## src/rtl/mem_arbiter_if.sv

```systemverilog
// Bundle of the cache-side request/ack signals and the unified-memory port.
// slave: the arbiter's view. master: the cache controllers plus memory model.
interface mem_arbiter_if #(
    parameter int ADDR_W = 14,
    parameter int LINE_W = 64
);
    logic              i_req;
    logic [ADDR_W-1:0] i_addr;
    logic              i_ack;
    logic [LINE_W-1:0] i_rdata;
    logic              d_req;
    logic              d_we;
    logic [ADDR_W-1:0] d_addr;
    logic [LINE_W-1:0] d_wdata;
    logic              d_ack;
    logic [LINE_W-1:0] d_rdata;
    logic              u_re;
    logic              u_we;
    logic [ADDR_W-1:0] u_addr;
    logic [LINE_W-1:0] u_wdata;
    logic [LINE_W-1:0] u_rdata;
    logic              u_rdy;
    logic              err;
    logic              busy;

    modport slave (
        input  i_req, i_addr, d_req, d_we, d_addr, d_wdata, u_rdata, u_rdy,
        output i_ack, i_rdata, d_ack, d_rdata, u_re, u_we, u_addr, u_wdata,
               err, busy
    );

    modport master (
        output i_req, i_addr, d_req, d_we, d_addr, d_wdata, u_rdata, u_rdy,
        input  i_ack, i_rdata, d_ack, d_rdata, u_re, u_we, u_addr, u_wdata,
               err, busy
    );
endinterface

```

## src/rtl/mem_arbiter.sv

```systemverilog
// Unified-memory arbiter between the I-cache fill path and the D-cache path.
// One transaction in flight; D and I alternate when both request together.
//
// state | meaning
// IDLE  | sample i_req/d_req, grant one and latch its command
// BUSY  | strobe held to memory until u_rdy or the timeout count expires
// RESP  | one-cycle ack to the owner, err if the transaction timed out
module mem_arbiter #(
    parameter int ADDR_W  = 14,
    parameter int LINE_W  = 64,
    parameter int TIMEOUT = 15
) (
    input  logic          clk,
    input  logic          rst,
    mem_arbiter_if.slave  bus
);
    typedef enum logic [1:0] {
        IDLE = 2'd0,
        BUSY = 2'd1,
        RESP = 2'd2
    } state_t;

    localparam logic [7:0] CNT_LAST = 8'(TIMEOUT - 1);

    state_t            state;
    state_t            state_nx;
    logic              gnt_d;
    logic              wr;
    logic              last_d;
    logic              to_q;
    logic [7:0]        cnt;
    logic [ADDR_W-1:0] addr_q;
    logic [LINE_W-1:0] wdata_q;
    logic [LINE_W-1:0] i_rdata_q;
    logic [LINE_W-1:0] d_rdata_q;

    logic              grant;
    logic              grant_d;
    logic              done;
    logic              timeout;

    // State register.
    always_ff @(posedge clk) begin
        if (rst) state <= IDLE;
        else     state <= state_nx;
    end

    // Next-state and per-cycle control; u_rdy beats the timeout on the same edge.
    always_comb begin
        state_nx = state;
        grant    = 1'b0;
        grant_d  = 1'b0;
        done     = 1'b0;
        timeout  = 1'b0;
        case (state)
            IDLE: begin
                if (bus.i_req || bus.d_req) begin
                    grant    = 1'b1;
                    grant_d  = bus.d_req && (!bus.i_req || !last_d);
                    state_nx = BUSY;
                end
            end
            BUSY: begin
                if (bus.u_rdy) begin
                    done     = 1'b1;
                    state_nx = RESP;
                end else if (cnt == CNT_LAST) begin
                    timeout  = 1'b1;
                    state_nx = RESP;
                end
            end
            RESP:    state_nx = IDLE;
            default: state_nx = IDLE;
        endcase
    end

    // Command latch, timeout counter and per-side read-data capture.
    always_ff @(posedge clk) begin
        if (rst) begin
            gnt_d     <= 1'b0;
            wr        <= 1'b0;
            last_d    <= 1'b0;
            to_q      <= 1'b0;
            cnt       <= 8'd0;
            addr_q    <= '0;
            wdata_q   <= '0;
            i_rdata_q <= '0;
            d_rdata_q <= '0;
        end else begin
            if (grant) begin
                gnt_d  <= grant_d;
                wr     <= grant_d && bus.d_we;
                addr_q <= grant_d ? bus.d_addr : bus.i_addr;
                if (grant_d) wdata_q <= bus.d_wdata;
                cnt    <= 8'd0;
                last_d <= grant_d;
                to_q   <= 1'b0;
            end
            if (state == BUSY && !done && !timeout) cnt <= cnt + 8'd1;
            if (done || timeout) begin
                to_q <= timeout;
                // A timed-out read returns a zero line rather than stale data.
                if (!wr) begin
                    if (gnt_d) d_rdata_q <= done ? bus.u_rdata : '0;
                    else       i_rdata_q <= done ? bus.u_rdata : '0;
                end
            end
        end
    end

    assign bus.u_re    = (state == BUSY) && !wr;
    assign bus.u_we    = (state == BUSY) && wr;
    assign bus.u_addr  = addr_q;
    assign bus.u_wdata = wdata_q;
    assign bus.i_ack   = (state == RESP) && !gnt_d;
    assign bus.d_ack   = (state == RESP) && gnt_d;
    assign bus.err     = (state == RESP) && to_q;
    assign bus.busy    = (state == BUSY) || (state == RESP);
    assign bus.i_rdata = i_rdata_q;
    assign bus.d_rdata = d_rdata_q;
endmodule

```

## src/flat_wrapper.sv

```systemverilog
// flat-port wrapper written by rule: the top's interface ports become plain ports
module mem_arbiter_flat 
#(
    parameter int ADDR_W  = 14,
    parameter int LINE_W  = 64,
    parameter int TIMEOUT = 15
)
  (clk, rst, bus_i_req, bus_i_addr, bus_d_req, bus_d_we, bus_d_addr, bus_d_wdata, bus_u_rdata, bus_u_rdy, bus_i_ack, bus_i_rdata, bus_d_ack, bus_d_rdata, bus_u_re, bus_u_we, bus_u_addr, bus_u_wdata, bus_err, bus_busy);
  mem_arbiter_if #(.ADDR_W(ADDR_W), .LINE_W(LINE_W)) bus_i ();
  input  logic clk;
  input  logic rst;
  input wire logic [$bits(bus_i.i_req)-1:0] bus_i_req;
  input wire logic [$bits(bus_i.i_addr)-1:0] bus_i_addr;
  input wire logic [$bits(bus_i.d_req)-1:0] bus_d_req;
  input wire logic [$bits(bus_i.d_we)-1:0] bus_d_we;
  input wire logic [$bits(bus_i.d_addr)-1:0] bus_d_addr;
  input wire logic [$bits(bus_i.d_wdata)-1:0] bus_d_wdata;
  input wire logic [$bits(bus_i.u_rdata)-1:0] bus_u_rdata;
  input wire logic [$bits(bus_i.u_rdy)-1:0] bus_u_rdy;
  output wire logic [$bits(bus_i.i_ack)-1:0] bus_i_ack;
  output wire logic [$bits(bus_i.i_rdata)-1:0] bus_i_rdata;
  output wire logic [$bits(bus_i.d_ack)-1:0] bus_d_ack;
  output wire logic [$bits(bus_i.d_rdata)-1:0] bus_d_rdata;
  output wire logic [$bits(bus_i.u_re)-1:0] bus_u_re;
  output wire logic [$bits(bus_i.u_we)-1:0] bus_u_we;
  output wire logic [$bits(bus_i.u_addr)-1:0] bus_u_addr;
  output wire logic [$bits(bus_i.u_wdata)-1:0] bus_u_wdata;
  output wire logic [$bits(bus_i.err)-1:0] bus_err;
  output wire logic [$bits(bus_i.busy)-1:0] bus_busy;
  assign bus_i.i_req = bus_i_req;
  assign bus_i.i_addr = bus_i_addr;
  assign bus_i.d_req = bus_d_req;
  assign bus_i.d_we = bus_d_we;
  assign bus_i.d_addr = bus_d_addr;
  assign bus_i.d_wdata = bus_d_wdata;
  assign bus_i.u_rdata = bus_u_rdata;
  assign bus_i.u_rdy = bus_u_rdy;
  assign bus_i_ack = bus_i.i_ack;
  assign bus_i_rdata = bus_i.i_rdata;
  assign bus_d_ack = bus_i.d_ack;
  assign bus_d_rdata = bus_i.d_rdata;
  assign bus_u_re = bus_i.u_re;
  assign bus_u_we = bus_i.u_we;
  assign bus_u_addr = bus_i.u_addr;
  assign bus_u_wdata = bus_i.u_wdata;
  assign bus_err = bus_i.err;
  assign bus_busy = bus_i.busy;
  mem_arbiter #(.ADDR_W(ADDR_W), .LINE_W(LINE_W), .TIMEOUT(TIMEOUT)) u_core (.clk(clk), .rst(rst), .bus(bus_i));
endmodule
```

## config.mk

```make
export PLATFORM = sky130hd
export DESIGN_NAME = mem_arbiter_flat
export DESIGN_NICKNAME = d
export VERILOG_FILES = /design/src/rtl/mem_arbiter_if.sv /design/src/rtl/mem_arbiter.sv /design/src/flat_wrapper.sv
export SDC_FILE = /design/constraint.sdc
export NUM_CORES = 1
export LEC_CHECK = 0
export CAP_MARGIN = 5
export CORE_AREA = 2 2 144 146
export CTS_CLUSTER_SIZE = 40
export DETAILED_ROUTE_END_ITERATION = 7
export DIE_AREA = 0 0 146 148
export GPL_ROUTABILITY_DRIVEN = 1
export PLACE_DENSITY = 0.91
export SLEW_MARGIN = 20
export SYNTH_ARGS = -nofsm -noshare
export SYNTH_HDL_FRONTEND = slang
export SYNTH_SLANG_ARGS = --single-unit
```

## constraint.sdc

```tcl
create_clock -name clk -period 3.59 [get_ports clk]
set_input_delay 0.359 -clock clk [delete_from_list [all_inputs] [get_ports clk]]
set_output_delay 0.359 -clock clk [all_outputs]
set_load 0.005 [all_outputs]
```

## After elaboration in Yosys (flattened, before gate mapping)

Cells that the tools add are included.

| word-level totals | value |
|---|---|
| memories kept | 0 |
| memory bits (writable) | 0 |
| output and inout bits | 212 |
| bits in latches | 0 |
| logic and storage cells | 61 |
| input bits | 162 |
| register bits | 219 |
| ROM bits | 0 |

| operators by class | value |
|---|---|
| $lt $le $gt $ge | 0 |
| eq/ne operators | 5 |
| div/mod/pow operators | 0 |
| bitwise gates (word level) | 2 |
| $mul | 0 |
| shift-type cells | 0 |
| reductions and logical operators | 25 |
| add/sub/neg operators | 1 |
| muxes and demuxes | 19 |

Operators with widths:

| kind | number |
|---|---|
| $mux W64 | 1 |
| $mux W8 | 2 |
| $mux W14 | 1 |
| $mux W1 | 11 |
| $logic_and A1 B1 Y1 | 9 |
| $add A8 B1 Y8 const B | 1 |
| $eq A8 B4 Y1 const B | 1 |
| $mux W2 | 3 |
| $reduce_and A3 Y1 | 2 |
| $logic_not A1 Y1 | 5 |
| $logic_or A1 B1 Y1 | 4 |
| $pmux W2 S2 | 1 |
| $reduce_and A2 Y1 | 2 |
| $reduce_bool A2 Y1 | 2 |
| $ne A3 B2 Y1 const B | 1 |
| $eq A2 B1 Y1 const B | 1 |
| $eq A2 B2 Y1 const B | 1 |
| $logic_not A2 Y1 | 1 |
| $ne A2 B1 Y1 const B | 1 |
| $not A1 Y1 | 2 |

## Longest topological paths before layout

Gate-level depths: netlist (run 1).

| logic depth | value |
|---|---|
| depth in word-level cells | 7 |
| depth in mapped cells | 9 |
| gate-level depth less buffers | 6 |

## Least setup slack after synthesis (run 1)

Ideal clock, no wire load.

| path | value |
|---|---|
| path type | register -> output |
| start | register u_core.state[1] |
| end | output bus_u_we |
| cell stages (with the launch flop) | 7 |
| arrival | 1378 ps |
| path slack | 1853 ps |
| path buffers | 3 |
| data required time | 3231 ps |
| cells stage by stage | dfxtp_1 > inv_1 > ha_1 > buf_2 > clkbuf_1 > clkbuf_1 > and2_1 |

| between the ends | value |
|---|---|
| longest elaborated chain between the ends | 2 |

RTL lines:

| element | line | text |
|---|---|---|
| from (decl) | mem_arbiter.sv:25 | `state_t state;` |
| from (signal assigned) | mem_arbiter.sv:45 | `else state <= state_nx;` |
| $eq A2 B1 Y1 | mem_arbiter.sv:112 | `assign bus.u_we = (state == BUSY) && wr;` |
| $logic_and A1 B1 Y1 | mem_arbiter.sv:112 |  |
| to (decl) | flat_wrapper.sv:25 | `output wire logic [$bits(bus_i.u_we)-1:0] bus_u_we;` |

No other way between the ends.

## Worst setup path in the final report (run 1)

Same ends and word-level chain as after synthesis.

==> flow_metrics.tcl, run 1 <==
set metrics [dict create \
    status "complete, no violations" \
    synth_top_cell_by_area "dfxtp_1" \
    combPwrFrac_pct 18.4 \
    synth_edf_count 0 \
    p_int_uw 4537 \
    leakagePower_uw 0.004419 \
    pin_count 374 \
    dp_slack_ns 1.233 \
    crit_path_end "bus_u_we" \
    final_core_util_pct 65.69 \
    multi_input_area_um2 3737 \
    drv_cap 0 \
    slew_headroom_pct 38.42 \
    drt_wl_total_mm 30.46 \
    crit_arrival_ns 2.53 \
    clkPwrFrac_pct 39.6 \
    power.density_nw_per_um2 474.5 \
    crit_chain "inv_1 > ha_4 > buf_4 > and2_1 > clkdlybuf4s50_1" \
    dp_hpwl_mm 20.48 \
    min_from "rst" \
    drt_iter0_drc 707 \
    cp_max_fo 83 \
    yosys_warnings 0 \
    synthCells 1045 \
    cp_slowest_cell "buf_4" \
    routedWlPerCell_um 18.69 \
    rsz0062_at_grt "no" \
    synth_cell_types 40 \
    dieArea_um2 21610 \
    synthTopCellsByCount "dfxtp_1 (219), a21oi_1 (195), nand2_1 (163)" \
    netlist_area_um2 8574 \
    power_switching_uw 1709 \
    ant_nets 0 \
    final_max_slew_viol_count 0 \
    syn_nets 1213 \
    syn2layout_area_growth_pct 53.52 \
    fin_crit_ns 2.893 \
    ctsHtreeMaxLevel 1 \
    r2r_end "u_core.bus.i_rdata[3]" \
    cp.depth 5 \
    num-fill-cells 1568 \
    grt_pass1_wl_mm 46.76 \
    cts_resized 0 \
    async_reset_ff_share_pct 0 \
    seqPwrFrac_pct 42.0 \
    reg2regPathDepth 7 \
    dpl.cell_count 1588 \
    cts_buffer_depth 3 \
    seq_area_um2 4384 \
    reg2reg_from "u_core.state[1]" \
    grt_pass1_vias 8806 \
    grt_max_degree 129 \
    antenna_found_initial 1 \
    crit_buf_inv 3 \
    rrSetupSlack_ns 1.26 \
    fin_crit_sh_pct 80.59 \
    final_cell_count_no_fill 1630 \
    ys_seq_area_share_pct 51.13 \
    post-synth-top-count-cell "dfxtp_1" \
    worst_slew_pin_slew_ns 0.9217 \
    finalSetupViolCount 0 \
    holdCritPathClass "input pin to flip-flop" \
    fin_tns_setup_ns 0 \
    cts_root_buf "clkbuf_16" \
    postCtsSetupBuffers 0 \
    sw_frac_of_total_pct 27.36 \
    grt_use_total_pct 26.44 \
    first_pass_iters 6 \
    cts-hold-fix-buffers 0 \
    drc_errors 0 \
    cp-end-kind "output pin" \
    fp.dieH_um 148 \
    vias_per_cell 5.670 \
    place.gp.congestion 0.8660 \
    numClockSinks 219 \
    drive_gt1_share_pct 5.372 \
    cts_buffers 24 \
    cp_top_family "buffers and inverters" \
    yosys_register_bits 219 \
    vdd_ir_drop_max_uv 352.2 \
    synth_flop_cell "dfxtp_1" \
    startpoint_type "flip-flop" \
    synth.area.top_cells "dfxtp_1 (51%), a21oi_1 (11%), nand4_1 (9.4%)" \
    required_ns 3.23 \
    critPathLaunch "u_core.state[1]" \
    fin_skew_ns 0.02242 \
    fmax_ghz 0.3456 \
    worstSetupPathType "flip-flop to output pin" \
    io_buffers 373 \
    core-area_um2 20040 \
    die_x_um 146 \
    grt-ovfl-total 0 \
    nNetsFinal 1512 \
    dr_total_vias 9242 \
    syn_avg_cell_area_um2 8.205 \
    hold_viol_final 0 \
    initial_core_util_pct 42.79 \
    cts_tree "built" \
    path_clk_slew_ns 0.06 \
    fp-row-count 52 \
    slowest_delay_ns 0.64 \
    clock_latency_ns 0.52 \
    worst_slack_ns 0.6967 \
    synth_top_area_share_pct 51.13 \
]
worst register-to-register path: stages (launching register included):
cell and delay [ns]:
dfxtp_1 0.31, inv_1 0.16, ha_4 0.18, and2b_4 0.21, nor2b_4 0.77, buf_4 0.34, nand4_1 0.14, a21oi_1 0.18
through the flow:
stage / instance area (µm²) / power [µW] / hold slack (ns)
2_1_floorplan: 8574 / 3203 / 0.4442
3_3_place_gp: 12360 / 3789 / 0.4409
3_5_place_dp: 12360 / 3815 / 0.4456
4_1_cts: 13160 / 6276 / 0.3730
5_1_grt: 13160 / 6493 / 0.3876
6_report: 13160 / 6246 / 0.3784
cells in the final DEF (no fill, tap or decap), types with 14 or more instances in the layout:
master,synthesis,layout
a21oi_1,195,195
a311oi_1,14,14
buf_4,4,14
clkbuf_16,0,24
clkdlybuf4s50_1,0,371
dfxtp_1,219,219
nand2_1,163,162
nand4_1,129,129
nor2_1,23,23
o21ai_0,90,90
o21ai_1,42,42
flip-flops by register name, summed over array words and instances (netlist names):
| register | cells |
|---|---|
| u_core.bus.d_rdata | 64 |
| u_core.bus.i_rdata | 64 |
| u_core.bus.u_wdata | 64 |
| u_core.bus.u_addr | 14 |
| u_core.cnt | 8 |
| u_core.state | 2 |
| u_core.gnt_d | 1 |
| u_core.to_q | 1 |
| u_core.wr | 1 |
area by class of cell:
type / count / share of cell area, %
multi-input combinational: 705 / 28.39
sequential: 219 / 33.30
antenna: 1 / 0.01901
timing repair buffer: 389 / 29.55
tap: 270 / 2.566
inverter: 5 / 0.1426
clock inverter: 10 / 0.8839
clock buffer: 31 / 5.142
kinds of logic (layout without fill, tap and decap cells):
kind of cell / after synthesis / count (layout) / synth area share [%]
multiplexers: 2 / 2 / 0.2626
other: 0 / 1 / 0
XOR/XNOR: 3 / 3 / 0.3065
flip-flops: 219 / 219 / 51.13
AO/OA/AOI/OAI: 352 / 352 / 21.61
buffers and inverters: 121 / 435 / 5.983
AND/OR/NAND/NOR: 342 / 342 / 19.83
adder cells (fa/ha/maj): 6 / 6 / 0.8755
routing by layer:
metal / vias up / routed length, µm / global-route usage, %
met2: 557 / 14430 / 43.75
met4: 0 / 1386 / 13.20
met3: 96 / 3057 / 6.204
li1: 4337 / - / -
met5: - / 0 / 0
met1: 4252 / 11580 / 32.46
how the worst min path moves through the flow:
stage	to	slack (ns)	cells after the start
after floorplan	u_core.to_q	0.44	2
after global placement	u_core.bus.u_wdata[20]	0.44	2
after detailed placement	u_core.bus.u_wdata[35]	0.45	2
after CTS	u_core.bus.u_wdata[60]	0.37	3
after global routing	u_core.bus.u_wdata[6]	0.39	3
final	u_core.cnt[1]	0.38	2
power groups by stage:
stage / clock, µW / combinational (µW) / sequential [µW]
after floorplan: 0 / 527 / 2680
after global placement: 0 / 1120 / 2670
after detailed placement: 0 / 1140 / 2680
after CTS: 2510 / 1150 / 2620
after global routing: 2620 / 1240 / 2640
final: 2470 / 1150 / 2630
Note: power is estimated with default switching activity, not from simulation.
==> run 2, diff against run 1 <==
--- a/config.mk
+++ b/config.mk
@@ -6,12 +6,11 @@
 export NUM_CORES = 1
 export LEC_CHECK = 0
 export CAP_MARGIN = 5
-export CORE_AREA = 2 2 144 146
+export CORE_UTILIZATION = 42
 export CTS_CLUSTER_SIZE = 40
 export DETAILED_ROUTE_END_ITERATION = 7
-export DIE_AREA = 0 0 146 148
 export GPL_ROUTABILITY_DRIVEN = 1
-export PLACE_DENSITY = 0.91
+export PLACE_DENSITY = 0.9
 export SLEW_MARGIN = 20
 export SYNTH_ARGS = -nofsm -noshare
 export SYNTH_HDL_FRONTEND = slang
==> constraint.sdc (replaced) <==
create_clock -name clk -period 3 [get_ports clk]
set_input_delay 0.3 -clock clk [delete_from_list [all_inputs] [get_ports clk]]
set_output_delay 0.3 -clock clk [all_outputs]
set_load 0.005 [all_outputs]
==> flow_metrics.tcl, run 2 (synthesized netlist as in run 1, its figures left out) <==
set metrics [dict create \
    status "complete, no violations" \
    slew_headroom_pct 47.82 \
    syn2layout_area_growth_pct 54.14 \
    cts_resized 0 \
    grt-ovfl-total 0 \
    seq_area_um2 4384 \
    grt_pass1_vias 8596 \
    crit_arrival_ns 2.11 \
    fp.dieH_um 144.9 \
    routedWlPerCell_um 18.06 \
    rsz0062_at_grt "no" \
    power.density_nw_per_um2 561.5 \
    dieArea_um2 20990 \
    numClockSinks 219 \
    holdCritPathClass "input pin to flip-flop" \
    top_layer_used "met4" \
    cts_buffer_depth 3 \
    grt_pass1_wl_mm 44.54 \
    worst_slack_ns 0.5880 \
    rrSetupSlack_ns 0.69 \
    fp-row-count 51 \
    vias_per_cell 5.614 \
    hold_viol_final 0 \
    path_clk_slew_ns 0.06 \
    place.gp.congestion 0.8302 \
    postCtsSetupBuffers 0 \
    die_x_um 144.9 \
    dr_total_vias 9151 \
    route.met3.wl_mm 3.084 \
    antenna_found_initial 1 \
    drc_errors 0 \
    clock_latency_ns 0.52 \
    startpoint_type "flip-flop" \
    drive_gt1_share_pct 5.425 \
    multi_input_area_um2 3727 \
    drt-met1-wl_mm 10.68 \
    cts-hold-fix-buffers 0 \
    leakagePower_uw 0.004427 \
    grt_max_degree 104 \
    drt_wl_total_mm 29.44 \
    fin_tns_setup_ns 0 \
    final_common_cell "clkdlybuf4s50_1" \
    drt_iter0_drc 663 \
    cp_max_fo 31 \
    cp-end-kind "output pin" \
    fin_skew_ns 0.02484 \
    dp_slack_ns 0.7348 \
    fin_crit_sh_pct 80.40 \
    cts_buffers 24 \
    grt_use_total_pct 26.52 \
    nNetsFinal 1517 \
    vdd_ir_drop_max_uv 469.8 \
    required_ns 2.70 \
    io_buffers 373 \
    core-area_um2 19720 \
    ctsHtreeMaxLevel 1 \
    num-fill-cells 1488 \
    first_pass_iters 5 \
    met2_length_mm 14.59 \
    initial_core_util_pct 43.49 \
    cts_tree "built" \
    drv_cap 0 \
    worstSetupPathType "flip-flop to output pin" \
    fin_crit_ns 2.412 \
    ant_nets 0 \
    worst_slew_pin_slew_ns 0.7828 \
    fmax_ghz 0.4146 \
    finalSetupViolCount 0 \
    final_max_slew_viol_count 0 \
    cts_root_buf "clkbuf_16" \
    dp_hpwl_mm 19.87 \
    final_cell_mix "clkdlybuf4s50_1 (371), dfxtp_1 (219), a21oi_1 (195)" \
    pin_count 374 \
    final_core_util_pct 67.03 \
]
run 2: critical path, cell delays in order, from the launching register on:
cell and delay, ns:
dfxtp_1 0.31, inv_1 0.15, ha_4 0.36, and2b_4 0.24
clkdlybuf4s50_1 0.54
run 2: area by class of cell:
class                   instances  share of cell area [%]
clock inverters                 8                  0.8331
clock buffers                  33                   5.027
multi-input cells             705                   28.20
inverters                       5                  0.1420
repair buffers                394                   30.10
diodes                          1                 0.01893
flip-flops and latches        219                   33.17
well taps                     265                   2.509
run 2: report_power, final:
group | switching (µW) | internal [µW]
clock | 1180 | 1720
sequential | 83.2 | 3060
combinational | 752 | 631
run 2: routing by layer:
| metal | GRT usage [%] | vias up |
|---|---|---|
| li1 | - | 4349 |
| met1 | 29.44 | 4284 |
| met2 | 46.63 | 451 |
| met3 | 8.852 | 67 |
| met4 | 10.19 | 0 |
| met5 | 0 | - |
run 2: final timing paths:
| check | start | end | cells past startpoint |
|---|---|---|---|
| worst max register to register | u_core.state[1] | u_core.bus.d_rdata[30] | 7 |
| worst min register to register | u_core.bus.u_wdata[60] | u_core.bus.u_wdata[60] | 2 |
| worst max-delay path | u_core.state[1] | bus_u_re | 4 |
| worst min-delay path | bus_u_rdy | u_core.bus.i_rdata[57] | 3 |
run 2: metrics by stage:
step | total power, µW | instances | hold WS (ns) | instance area [µm²]
2_1_floorplan | 3833 | 1045 | 0.4360 | 8574
3_3_place_gp | 4552 | 1588 | 0.4405 | 12440
3_5_place_dp | 4575 | 1588 | 0.4458 | 12440
4_1_cts | 7467 | 1629 | 0.1140 | 13210
5_1_grt | 7714 | 1630 | 0.1465 | 13220
6_report | 7420 | 1630 | 0.1384 | 13220
==> run 3, diff against run 2 <==
--- a/config.mk
+++ b/config.mk
@@ -6,11 +6,11 @@
 export NUM_CORES = 1
 export LEC_CHECK = 0
 export CAP_MARGIN = 5
-export CORE_UTILIZATION = 42
+export CORE_UTILIZATION = 38
 export CTS_CLUSTER_SIZE = 40
 export DETAILED_ROUTE_END_ITERATION = 7
 export GPL_ROUTABILITY_DRIVEN = 1
-export PLACE_DENSITY = 0.9
+export PLACE_DENSITY = 0.86
 export SLEW_MARGIN = 20
 export SYNTH_ARGS = -nofsm -noshare
 export SYNTH_HDL_FRONTEND = slang
==> constraint.sdc (replaced) <==
create_clock -name clk -period 1.95 [get_ports clk]
set_input_delay 0.195 -clock clk [delete_from_list [all_inputs] [get_ports clk]]
set_output_delay 0.195 -clock clk [all_outputs]
set_load 0.005 [all_outputs]
==> flow_metrics.tcl, run 3 (synthesized netlist as in run 1, its figures left out) <==
set metrics [dict create \
    status "finished, violations left" \
    violations "design-rule violations" \
    nNetsFinal 1529 \
    cp-end-kind "output pin" \
    ctsHtreeMaxLevel 1 \
    required_ns 1.75 \
    drive_gt1_share_pct 6.744 \
    num_antenna_cells 0 \
    crit_arrival_ns 1.68 \
    top_layer_used "met4" \
    fin_skew_ns 0.02013 \
    cp_max_fo 5 \
    final_cell_mix "clkdlybuf4s50_1 (365), dfxtp_1 (217), a21oi_1 (195)" \
    dieArea_um2 23170 \
    grt_max_degree 131 \
    grt_use_total_pct 24.77 \
    vdd_ir_drop_max_uv 597.2 \
    route.met3.wl_mm 3.129 \
    first_pass_iters 8 \
    io_buffers 373 \
    num-fill-cells 1804 \
    cts_root_buf "clkbuf_16" \
    holdCritPathClass "input pin to flip-flop" \
    place_area_um2 12610 \
    worstSetupPathType "flip-flop to output pin" \
    fp-row-count 54 \
    cts_tree "built" \
    drt_iter0_drc 578 \
    fin_tns_setup_ns 0 \
    antenna_found_initial 0 \
    place.gp.congestion 0.8498 \
    initial_core_util_pct 39.05 \
    rrSetupSlack_ns 0.13 \
    startpoint_type "flip-flop" \
    slew_headroom_pct 50.56 \
    drt_wl_total_mm 30.06 \
    final_cell_count_no_fill 1659 \
    fmax_ghz 0.5340 \
    hold_viol_final 0 \
    cts_buffers 24 \
    worst_slew_pin_slew_ns 0.7416 \
    rsz0062_at_grt "no" \
    power.density_nw_per_um2 880.0 \
    dp_hpwl_mm 19.99 \
    syn2layout_area_growth_pct 57.62 \
    clock_latency_ns 0.52 \
    dr_total_vias 9179 \
    die_x_um 152.2 \
    numClockSinks 219 \
    fp.dieH_um 152.2 \
    final_max_slew_viol_count 0 \
    leakagePower_uw 0.004601 \
    drt-met1-wl_mm 11.40 \
    final_common_cell "clkdlybuf4s50_1" \
    drv_cap 0 \
    core-area_um2 21960 \
    cts_buffer_depth 3 \
    met2_length_mm 14.50 \
    grt_pass1_wl_mm 46.75 \
    path_clk_slew_ns 0.06 \
    grt-ovfl-total 0 \
    fin_crit_sh_pct 96.03 \
    finalSetupViolCount 0 \
    ant_nets 0 \
    pin_count 374 \
    routedWlPerCell_um 18.12 \
    drc_errors 30 \
    dpl.cell_count 1610 \
    grt_pass1_vias 8558 \
    fin_crit_ns 1.873 \
    finish.instance_area_um2 13520 \
    vias_per_cell 5.533 \
]
[run 3: cell count changes in the layout (fill, tap and decap cells not counted), sizes merged]
cell,delta
inv,+1
dlygate4sd2,+5
clkdlybuf4s50,-6
diode,-1
clkinvlp,-1
bufinv,+1
dlygate4sd3,+2
buf,+10
dlymetal6s2s,+1
clkbuf,+2
[run 3: layout make-up]
class	instances	area, µm²	share of cell area (%)
clock buffer	35	701.9	5.193
clock inverter	9	141.4	1.046
inverter	5	21.27	0.1574
multi-input combinational	705	3740	27.67
sequential	219	4392	32.49
tap	280	350.3	2.592
timing repair buffer	406	4169	30.85
[run 3: critical path, stage by stage (launching register included)]
cell and delay, ns:
dfxtp_4 0.34, inv_2 0.05, ha_4 0.16, buf_4 0.15, and2b_4 0.18, dlygate4sd2_1 0.27
[run 3: metrics by stage]
| step | total power [µW] | setup WS [ns] | hold WS [ns] | utilization (%) |
|---|---|---|---|---|
| after global routing | 12380 | 0.02141 | 0.2091 | 61.55 |
| after detailed placement | 7153 | 0.009894 | 0.4485 | 57.43 |
| after floorplan | 5897 | 0.3019 | 0.3310 | - |
| after CTS | 11980 | 0.01214 | 0.1954 | 61.47 |
| final | 11890 | 0.07734 | 0.2181 | 61.55 |
| after global placement | 7121 | 0.1047 | 0.4408 | 57.43 |
[run 3: path summary, 6_finish.rpt]
check                                            start                      to  cells past startpoint
worst max register to register           u_core.cnt[0]           u_core.cnt[2]                      6
worst max-delay path                   u_core.state[1]                bus_u_re                      5
worst min register to register  u_core.bus.u_wdata[62]  u_core.bus.u_wdata[62]                      2
worst min-delay path                   bus_d_wdata[61]  u_core.bus.u_wdata[61]                      3
[run 3: per-layer routing]
layer	vias to the layer above	track usage [%]
li1	4384	-
met1	4258	29.31
met2	476	42.66
met3	61	6.741
met4	0	9.475
met5	-	0
[run 3: where the power goes]
group	switching (µW)	internal, µW
clock	1890	2910
sequential	124	4700
combinational	1210	1060
total	3220	8670
[run 3: what timing repair did]
action	4_1_cts	5_1_grt
endpoints found under the hold margin	6	0
endpoints found under the setup margin	6	2
resized for setup	11	4
pin swaps	2	0
hold buffers	2	0
setup buffers	2	1
==> patch 1 (flow settings as in run 3) <==
Make the reset (`rst`) asynchronous in 2 clocked blocks.
--- a/src/rtl/mem_arbiter.sv
+++ b/src/rtl/mem_arbiter.sv
@@ -41,5 +41,5 @@
 
     // State register.
-    always_ff @(posedge clk) begin
+    always_ff @(posedge clk or posedge rst) begin
         if (rst) state <= IDLE;
         else     state <= state_nx;
@@ -76,5 +76,5 @@
 
     // Command latch, timeout counter and per-side read-data capture.
-    always_ff @(posedge clk) begin
+    always_ff @(posedge clk or posedge rst) begin
         if (rst) begin
             gnt_d     <= 1'b0;
Function: differs if rst is asserted again (counterexample within 4 cycles, from zero or initial values and one cycle with rst high); with rst held inactive, the same outputs for 4 cycles.
==> patch 1 against run 3 <==
- synthesized area up 8.9%
- clock skew decreased by 12 ps
- wire length down 5.2%
- sequential cell count stayed put
- hold slack got worse by 150 ps
- non-clock buffer count is 30 higher
- die area rose by 8.8%
- final area increased by 11%
- setup slack got worse by 66 ps
- largest cell class unchanged
Power is not compared: it rests on default switching activity, and its combinational part moved more than twofold at a synthesized area within 25%.
==> patch 1: results (changes against run 3) <==
- Outcome: complete, no violations
- RR Startpoint: u_core.cnt[0]$_DFFE_PP0P_
- HPWL Detailed: 19.3 mm (-3.3%)
- R2R setup slack: 10 ps (-120 ps)
- Cell variety after synth: 39 (-2.5%)
- R2r endpoint: u_core.bus.i_rdata[40]$_DFFE_PP0P_
- Synth Flop Type: dfrtp_1
- Cts bufs inserted: 24 (unchanged)
- Vias in the first global route: 7252 (-15%)
- Mapped Nets: 793 (-35%)
- Setup Skew: 8.26 ps (-11.9 ps)
- Port Buffers: 373 (unchanged)
- Max layer used: met4
- Mapped Cells: 625 (-40%)
- Largest net degree at the start of global routing: 82 (-37%)
- Worst Max-Slew Pin Slew: 453 ps (-289 ps)
- Final WL: 28.5 mm (-5.2%)
- Hold path cells: 3 (unchanged)
- Hold-critical path endpoint: u_core.cnt[6]$_DFFE_PP0P_
- Maximum vdd drop: 1.04 mV
- M1 GR Usage: 23.5% (-5.8 points)
- Slowest Stage Delay on Critical Path: 380 ps (+40 ps)
- Post-Layout Cell Count: 1381 (-17%)
- Htree depth: 1 (unchanged)
- Share of layout cells above drive strength 1: 28.7% (+22 points)
- Period utilization: 99.4% (+3.4 points)
- Vias per cell: 4.96 (-10%)
- Pre-CTS setup slack: -20.7 ps (-30.6 ps)
- First-pass GRT wire length: 41.5 mm (-11%)
- Ys async rst share: 100% (+100 points)
- Arr. time, crit path: 2330 ps (+650 ps)
- Final ANT Viol Nets: 0 (unchanged)
- Routability-driven placement congestion ratio: 0.811 (-4.5%)
- Fin nets: 1214 (-21%)
- Met2 Resource Use GR: 37.4% (-5.3 points)
- Met3 Usage GRT: 6.22% (-0.52 points)
- Crit path max-delay cell type: dfrtp_1
- Root Driver: clkbuf_16
- Seq/Total Area, Yosys: 58.7% (+7.6 points)
- Overall Global Routing Usage: 20.8% (-4.0 points)
- Hold Path Origin: bus_u_rdy
- Top cells by count, synth: 219 x dfrtp_1, 133 x mux2_2, 66 x and3_1
- Critical path class: reg -> reg
- Met1 WL: 10.6 mm (-6.8%)
- Clock Latency Late Sink: 500 ps (-20 ps)
- Total power: 23500 µW
- YS warnings: 0 (unchanged)
- Placed insts: 1320 (-18%)
- Largest cells by area after synthesis: dfrtp_1 59%, mux2_2 16%, mux2_4 9.7%
- Met3 wire len: 2.43 mm (-22%)
- CTS max path bufs: 3 (unchanged)
- DR WL met2: 14.7 mm (+1.4%)
- Reg2Reg Depth: 9 (+3)
- Hold slack: 66.2 ps (-152 ps)
- Placed cell areas: 13700 µm² (+8.4%)
- First DRT Iteration DRCs: 451 (-22%)
- Max FO, Critical Path: 6 (+1)
- DRT Pass-1 Iters: 4 (-4)
[patch 1: final cells by class]
| class | count | area, µm² |
|---|---|---|
| Clock buffer | 37 | 731 |
| Clock inverter | 5 | 25.0 |
| Fill cell | 1681 | 8740 |
| Inverter | 4 | 18.8 |
| Multi-Input combinational cell | 361 | 3730 |
| Sequential cell | 219 | 5480 |
| Tap cell | 319 | 399 |
| Timing Repair Buffer | 436 | 4630 |
[patch 1: cell families (layout without fill, tap and decap cells)]
group | count (synthesis) | in the layout | share of synthesized area, %
fa+ha+maj | 6 | 6 | 0.804
flops | 219 | 219 | 58.7
buf+inv | 45 | 482 | 3.71
mux | 207 | 207 | 27.2
xor+xnor | 1 | 1 | 0.0938
simple gates | 113 | 113 | 7.13
compound gates | 34 | 34 | 2.36
[patch 1: what timing repair did]
action	in CTS	in global routing
resized for setup	14	64
hold buffers	0	0
pin swaps	0	3
setup endpoints to repair	40	115
setup buffers	3	7
gates cloned	1	9
==> patch 2 (flow settings as in run 3) <==
Made on the original files. `ADDR_W` is set to 14 in 3 places; all go to 15.
--- a/src/rtl/mem_arbiter_if.sv
+++ b/src/rtl/mem_arbiter_if.sv
@@ -2,5 +2,5 @@
 // slave: the arbiter's view. master: the cache controllers plus memory model.
 interface mem_arbiter_if #(
-    parameter int ADDR_W = 14,
+    parameter int ADDR_W = 15,
     parameter int LINE_W = 64
 );
--- a/src/rtl/mem_arbiter.sv
+++ b/src/rtl/mem_arbiter.sv
@@ -7,5 +7,5 @@
 // RESP  | one-cycle ack to the owner, err if the transaction timed out
 module mem_arbiter #(
-    parameter int ADDR_W  = 14,
+    parameter int ADDR_W  = 15,
     parameter int LINE_W  = 64,
     parameter int TIMEOUT = 15
--- a/src/flat_wrapper.sv
+++ b/src/flat_wrapper.sv
@@ -2,5 +2,5 @@
 module mem_arbiter_flat 
 #(
-    parameter int ADDR_W  = 14,
+    parameter int ADDR_W  = 15,
     parameter int LINE_W  = 64,
     parameter int TIMEOUT = 15
Interface: changed (resized bus_d_addr, bus_i_addr and bus_u_addr); port bits go from 374 to 377. No check against the original RTL was run, so the function may have changed too.
==> patch 2 against run 3 <==
- sequential cell count increased by 1
- final area rose by 1.2%
- non-clock buffer count rose by 7
- setup slack improved by 12 ps
- global-route usage shrank 3.9 points
- synthesized area grew 1.1%
- register-to-register slack worse by 40 ps
- wire length fell by 15%
- clock skew shrank 12 ps
- die area is 1.1% higher
- first-iteration DRC count fell by 50%
- power fell by 7.5%
- critical endpoint unchanged
- largest cell class unchanged
==> patch 2: results (changes against run 3) <==
- Outcome: complete, no violations
- Maximum vdd drop: 0.706 mV (+18%)
- Non-clk bufs: 413 (+1.7%)
- Fin nets: 1484 (-2.9%)
- Met2 Resource Use GR: 36.5% (-6.2 points)
- M1 GR Usage: 23.8% (-5.5 points)
- Compound-cell area share of the yosys netlist: 6.79% (-15 points)
- Met1 WL: 10.2 mm (-11%)
- Routability-driven placement congestion ratio: 0.814 (-4.2%)
- Clock network area share: 5.48% (-0.76 points)
- Filler cell count in the final layout: 1780 (-1.3%)
- Placed cell areas: 12800 µm² (+1.8%)
- LEAKAGE: 0.00523 µW (+14%)
- First-pass GRT wire length: 40.0 mm (-14%)
- Post-CTS setup buffers: 0 (-2)
- Vias per cell: 4.91 (-11%)
- Crit path max-delay cell type: dfxtp_1
- Pre-CTS setup slack: 56.8 ps (+46.9 ps)
- Share of layout cells above drive strength 1: 6.61% (-0.13 points)
- Max FO, Critical Path: 4 (-1)
- Slew headroom: 64.9% (+14 points)
- DR WL met2: 12.3 mm (-15%)
- R2R setup slack: 90 ps (-40 ps)
- HPWL Detailed: 18.3 mm (-8.5%)
- Post-synthesis adder-cell area fraction: 0.866% (-0.0094 points)
- DRT Pass-1 Iters: 4 (-4)
- Sequential cell count: 220 (+0.46%)
- Hold-critical path endpoint: u_core.wr$_SDFFE_PP0P_
- Met3 wire len: 2.12 mm (-32%)
- Wirelength per Cell: 15.9 µm (-12%)
- Hold Path Origin: rst
- Met3 Usage GRT: 5.93% (-0.81 points)
- Setup Skew: 7.89 ps (-12.2 ps)
[patch 2: worst max-delay path by stage]
stage,to,slack [ps],depth (start not counted)
2_1_floorplan,u_core.bus.d_rdata[10]$_SDFFE_PP0P_,180,8
3_3_place_gp,u_core.bus.i_rdata[22]$_SDFFE_PP0P_,120,7
3_5_place_dp,u_core.bus.i_rdata[14]$_SDFFE_PP0P_,60,7
4_1_cts,u_core.bus.i_rdata[14]$_SDFFE_PP0P_,40,7
5_1_grt,u_core.cnt[6]$_SDFFE_PP0P_,10,7
6_report,bus_u_re,90,5
[patch 2: stage by stage]
step	instances	total power, µW	hold WS (ps)
2_1_floorplan	941	5710	294
4_1_cts	1607	11100	14.1
6_report	1611	11000	47.8
3_3_place_gp	1564	6740	440
5_1_grt	1611	11500	44.1
3_5_place_dp	1564	6770	447
[patch 2: power by group]
group          leakage (µW)  internal (µW)  switching, µW
Combinational       0.00307           1050            825
Sequential          0.00179           4710            114
Clock              0.000372           2500           1810
Total               0.00523           8250           2750
